<file path="src/rtl/serial_subtractor.sv">
// rtl/serial_subtractor.sv - bit-serial a-b, LSB first, one full-subtractor step per tick
// Start/busy/done handshake; the tick is a clock enable from a free-running divider.
module serial_subtractor #(
   parameter int WIDTH = 4,
   parameter int DIV   = 5000000
) (
   input  logic             clk,
   input  logic             reset,
   input  logic             start,
   input  logic [WIDTH-1:0] a,
   input  logic [WIDTH-1:0] b,
   output logic [WIDTH-1:0] diff,
   output logic             borrow,
   output logic             busy,
   output logic             done
);
   localparam int CW = (DIV > 1) ? $clog2(DIV) : 1;
   localparam int BW = $clog2(WIDTH);
   localparam logic [CW-1:0] CNT_LAST = CW'(DIV - 1);
   localparam logic [BW-1:0] BIT_LAST = BW'(WIDTH - 1);

   typedef enum logic {IDLE, SHIFT} state_t;

   state_t           state_q, state_d;
   logic [CW-1:0]    cnt_q, cnt_d;
   logic [BW-1:0]    bit_q, bit_d;
   logic             br_q, br_d;
   logic [WIDTH-1:0] a_q, a_d;
   logic [WIDTH-1:0] b_q, b_d;
   logic [WIDTH-1:0] res_q, res_d;
   logic [WIDTH-1:0] diff_q, diff_d;
   logic             borrow_q, borrow_d;
   logic             busy_q, busy_d;
   logic             done_q, done_d;

   logic tick;
   logic d_bit;
   logic bo;
   logic last_step;

   assign tick      = (cnt_q == CNT_LAST);
   assign d_bit     = a_q[0] ^ b_q[0] ^ br_q;
   assign bo        = (~a_q[0] & b_q[0]) | (~(a_q[0] ^ b_q[0]) & br_q);
   assign last_step = (state_q == SHIFT) && tick && (bit_q == BIT_LAST);

   always_ff @(posedge clk or posedge reset) begin
      if (reset) begin
         state_q  <= IDLE;
         cnt_q    <= '0;
         bit_q    <= '0;
         br_q     <= 1'b0;
         a_q      <= '0;
         b_q      <= '0;
         res_q    <= '0;
         diff_q   <= '0;
         borrow_q <= 1'b0;
         busy_q   <= 1'b0;
         done_q   <= 1'b0;
      end else begin
         state_q  <= state_d;
         cnt_q    <= cnt_d;
         bit_q    <= bit_d;
         br_q     <= br_d;
         a_q      <= a_d;
         b_q      <= b_d;
         res_q    <= res_d;
         diff_q   <= diff_d;
         borrow_q <= borrow_d;
         busy_q   <= busy_d;
         done_q   <= done_d;
      end
   end

   always_comb begin
      state_d = state_q;
      case (state_q)
         IDLE:    if (start) state_d = SHIFT;
         SHIFT:   if (last_step) state_d = IDLE;
         default: state_d = IDLE;
      endcase
   end

   always_comb begin
      cnt_d    = tick ? '0 : cnt_q + 1'b1;
      bit_d    = bit_q;
      br_d     = br_q;
      a_d      = a_q;
      b_d      = b_q;
      res_d    = res_q;
      diff_d   = diff_q;
      borrow_d = borrow_q;
      busy_d   = busy_q;
      done_d   = 1'b0;
      case (state_q)
         IDLE: begin
            if (start) begin
               a_d    = a;
               b_d    = b;
               br_d   = 1'b0;
               bit_d  = '0;
               busy_d = 1'b1;
            end
         end
         SHIFT: begin
            if (tick) begin
               res_d = {d_bit, res_q[WIDTH-1:1]};
               a_d   = a_q >> 1;
               b_d   = b_q >> 1;
               br_d  = bo;
               bit_d = bit_q + 1'b1;
               // Publish on the same edge that shifts in the final bit.
               if (last_step) begin
                  diff_d   = res_d;
                  borrow_d = bo;
                  done_d   = 1'b1;
                  busy_d   = 1'b0;
               end
            end
         end
         default: ;
      endcase
   end

   assign diff   = diff_q;
   assign borrow = borrow_q;
   assign busy   = busy_q;
   assign done   = done_q;
endmodule

</file>
<file path="config.mk">
export PLATFORM = sky130hd
export DESIGN_NAME = serial_subtractor
export DESIGN_NICKNAME = d
export VERILOG_FILES = /design/src/rtl/serial_subtractor.sv
export SDC_FILE = /design/constraint.sdc
export NUM_CORES = 1
export LEC_CHECK = 0
export ABC_AREA = 1
export CAP_MARGIN = 20
export CORE_ASPECT_RATIO = 0.5
export CORE_MARGIN = 10
export CORE_UTILIZATION = 55
export CTS_CLUSTER_DIAMETER = 60
export DETAILED_ROUTE_END_ITERATION = 7
export PLACE_DENSITY = 0.75
export SYNTH_ARGS = -nofsm -noshare
export SYNTH_HDL_FRONTEND = slang
export SYNTH_SLANG_ARGS = --single-unit
export TNS_END_PERCENT = 20
</file>
<file path="constraint.sdc">
create_clock -name clk -period 1.8 [get_ports clk]
set_clock_uncertainty 0.1 [all_clocks]
set_input_delay 0.45 -clock clk [delete_from_list [all_inputs] [get_ports clk]]
set_output_delay 0.45 -clock clk [all_outputs]
set_load 0.02 [all_outputs]
</file>
==> flow_summary.ini <==
[floorplanning]
rows = 16
dieArea_sq_mm = 0.007650
core_region_area_sq_mm = 0.004084
fp.dieW_microns = 114.1
initial_utilization_pct = 59.62
ioPinCount = 18
die_h_microns = 67.05

[setup_path]
crit_arrival_ps = 1790
end_kind = flop
cp-start-kind = flop
critPathSlowestCell = dfrtp_1
worst_path_most_repeated_cell = nand2_1
crit_chain = inv_1, nand2_1, nor2_2, nand2_1, nor2_4, nand4_1, nand2_1, nand2_1
cp_max_fo = 4
startpoint = cnt_q[12]
reg2reg_slack_ps = 110
critical_path_class = flop to flop
cpPeakStageDelay_ps = 420
required_ps = 1900
r2r-start = cnt_q[12]
r2r.worst_path.cells = 8

[clock_tree]
clk_latency_ps = 300
postCtsHoldBufs = 0
h-tree-depth = 2
clk_path_buf_depth = 2
cts_sinks = 45
clk_pin_slew_ps = 100
cts_buffers = 5
cts-root-buf = clkbuf_8
cts_tree = built

[logic_synthesis]
syn_area_sq_mm = 0.002435
synth_async_sr_flop_share_pct = 100.0
yosysWarnings = 0
syn_inst = 335
yosysSeqAreaShare_pct = 46.25
syn-num-nets = 349
synth.distinct_cells = 24
postSynthAreaPerCell_sq_um = 7.268
yosys_most_used_dff = dfrtp_1
synth_edf_count = 0
ys_ff_latch = 45

[layout]
fin_nets = 377
num_antenna_cells = 0
n_fill_cell = 352
fin_util_pct = 70.25
drive_above_1_share_pct = 8.516
area_growth_pct = 17.83

[route]
ant_nets = 0
wl_microns = 5302
first_pass_iters = 4
vias = 2133
drc = 0
routedWlPerCell_microns = 12.68
viasPerCell = 5.103
drtIter0Drc = 85

[global_routing]
grt_pass1_wl_microns = 9239
grt_pass1_vias = 2035
grt_max_degree = 22
antenna_found_initial = 0
grt.total_usage_pct = 14.52
grt_overflow = 0

[place]
place_hpwl_microns = 4006
port_buffers = 17
globalplace.congestion = 0.8734

[timing]
worst_pin_slew_ps = 473.8
hold_violations = 0
period_share_pct = 93.77
rsz0062_at_grt = true
finalSetupViolations = 0
min_period_ps = 1688
slew_violations = 0
fmax_ghz = 0.5925
max-slew-margin-rel_pct = 68.22

[hold_path]
hold_path.class = input port to asynchronous set/reset pin

[pwr]
p_leak_nw = 1.541
power.density_mw_per_mm2 = 683.7
peakVddDrop_mv = 0.4553
finalPower_mw = 1.962

[outcome]
status = finished, final reports clean

[run]
drv_cap = 0
## state kept, by name, indices dropped and copies added (netlist names)
name / cells
b_q: 4
bit_q: 2
borrow: 1
a_q: 4
state_q: 1
br_q: 1
res_q: 3
busy: 1
done: 1
cnt_q: 23
diff: 4
## worst paths after layout
check | endpoint
max | borrow
min | cnt_q[20]
max reg2reg | borrow
min reg2reg | busy
max in group asynchronous | cnt_q[12]
min in group clk | busy
## placed cells by master (no fill, tap or decap)
cell and n:
or2_2 1, nand3_1 35, clkdlybuf4s50_1 10, xor2_1 7, nor2_1 46, inv_1 45
o21bai_1 2, nand3_2 2, nor2_2 2, fa_1 1, nand2_2 3, nand3_4 2
a21oi_1 2, o21ai_0 2, dlymetal6s2s_1 1, buf_4 4, inv_2 2, clkinv_1 1
dlygate4sd2_1 6, clkbuf_8 5, and3_1 1, bufinv_16 1, ha_1 1, nand2_1 120
inv_6 2, dfrtp_1 45, buf_12 2, nor2_4 4, nand4_1 6, nor3_1 2
ha_4 1
## repair_timing
| action | 4_1_cts | 5_1_grt |
|---|---|---|
| pin swaps | 0 | 1 |
| gates cloned | 0 | 1 |
| endpoints found under the setup margin | 6 | 27 |
| buffers inserted | 0 | 0 |
| gates resized for setup | 6 | 6 |
## where the power goes
part,total (mW),switching [mW],internal [mW]
combinational,0.106,0.0549,0.0514
clock,0.811,0.387,0.424
sequential,1.04,0.0128,1.03
## through the flow
stage / std cells / area, sq um / hold WS [ps] / setup WS (ps) / TNS [ps]
after floorplan: 335 / 2435 / 349.5 / 190.6 / 0
after global placement: 409 / 2723 / 371.1 / 120.9 / 0
after detailed placement: 409 / 2723 / 373.2 / 84.01 / 0
after CTS: 417 / 2831 / 312.3 / 18.49 / 0
after global routing: 418 / 2869 / 333.1 / -13.67 / -14.26
final: 418 / 2869 / 302.4 / 112.1 / 0
## cell usage after synthesis, types with 2 or more instances
| library cell | number | area share, % |
|---|---|---|
| xor2_1 | 7 | 2.5 |
| nor3_1 | 2 | 0.41 |
| nand4_1 | 6 | 1.5 |
| nor2_1 | 47 | 7.2 |
| dfrtp_1 | 45 | 46 |
| nor2_4 | 4 | 1.8 |
| a21oi_1 | 2 | 0.41 |
| o21bai_1 | 2 | 0.62 |
| nand2_2 | 2 | 0.51 |
| inv_2 | 2 | 0.31 |
| inv_1 | 46 | 7.1 |
| nand2_1 | 121 | 19 |
| nand3_2 | 2 | 0.82 |
| o21ai_0 | 2 | 0.41 |
| nand3_1 | 35 | 7.2 |
| ha_1 | 2 | 1.0 |
## critical path: cells and delay by family, from the launching register on
family | cells | cell delay [ps]
simple gates | 7 | 960
buf+inv | 1 | 100
flops | 1 | 420
## layer usage
layer | GRT usage, % | part of all wire (%) | vias up
li1 | - | - | 1081
met1 | 18.90 | 49 | 1007
met2 | 23.52 | 46 | 36
met3 | 3.932 | 4.1 | 9
met4 | 3.571 | 0.85 | 0
met5 | 0 | 0 | -
## final cells by class
cell class / count / area [sq um] / area share, %
clock buffers: 5 / 68.82 / 2.399
clock inverters: 3 / 47.55 / 1.657
inverters: 48 / 180.2 / 6.280
multi-input cells: 240 / 1144 / 39.86
flip-flops and latches: 45 / 1126 / 39.25
well taps: 54 / 67.56 / 2.355
repair buffers: 23 / 235.2 / 8.199
## cells by family (layout without fill, tap and decap cells)
logic type,count (synthesis),in the layout,synth area share [%]
xor+xnor,7,7,2.518
compound gates,6,6,1.439
fa+ha+maj,3,3,1.850
simple gates,223,224,39.72
buf+inv,51,79,8.222
flops,45,45,46.25
(Power assumes the default switching activity.)
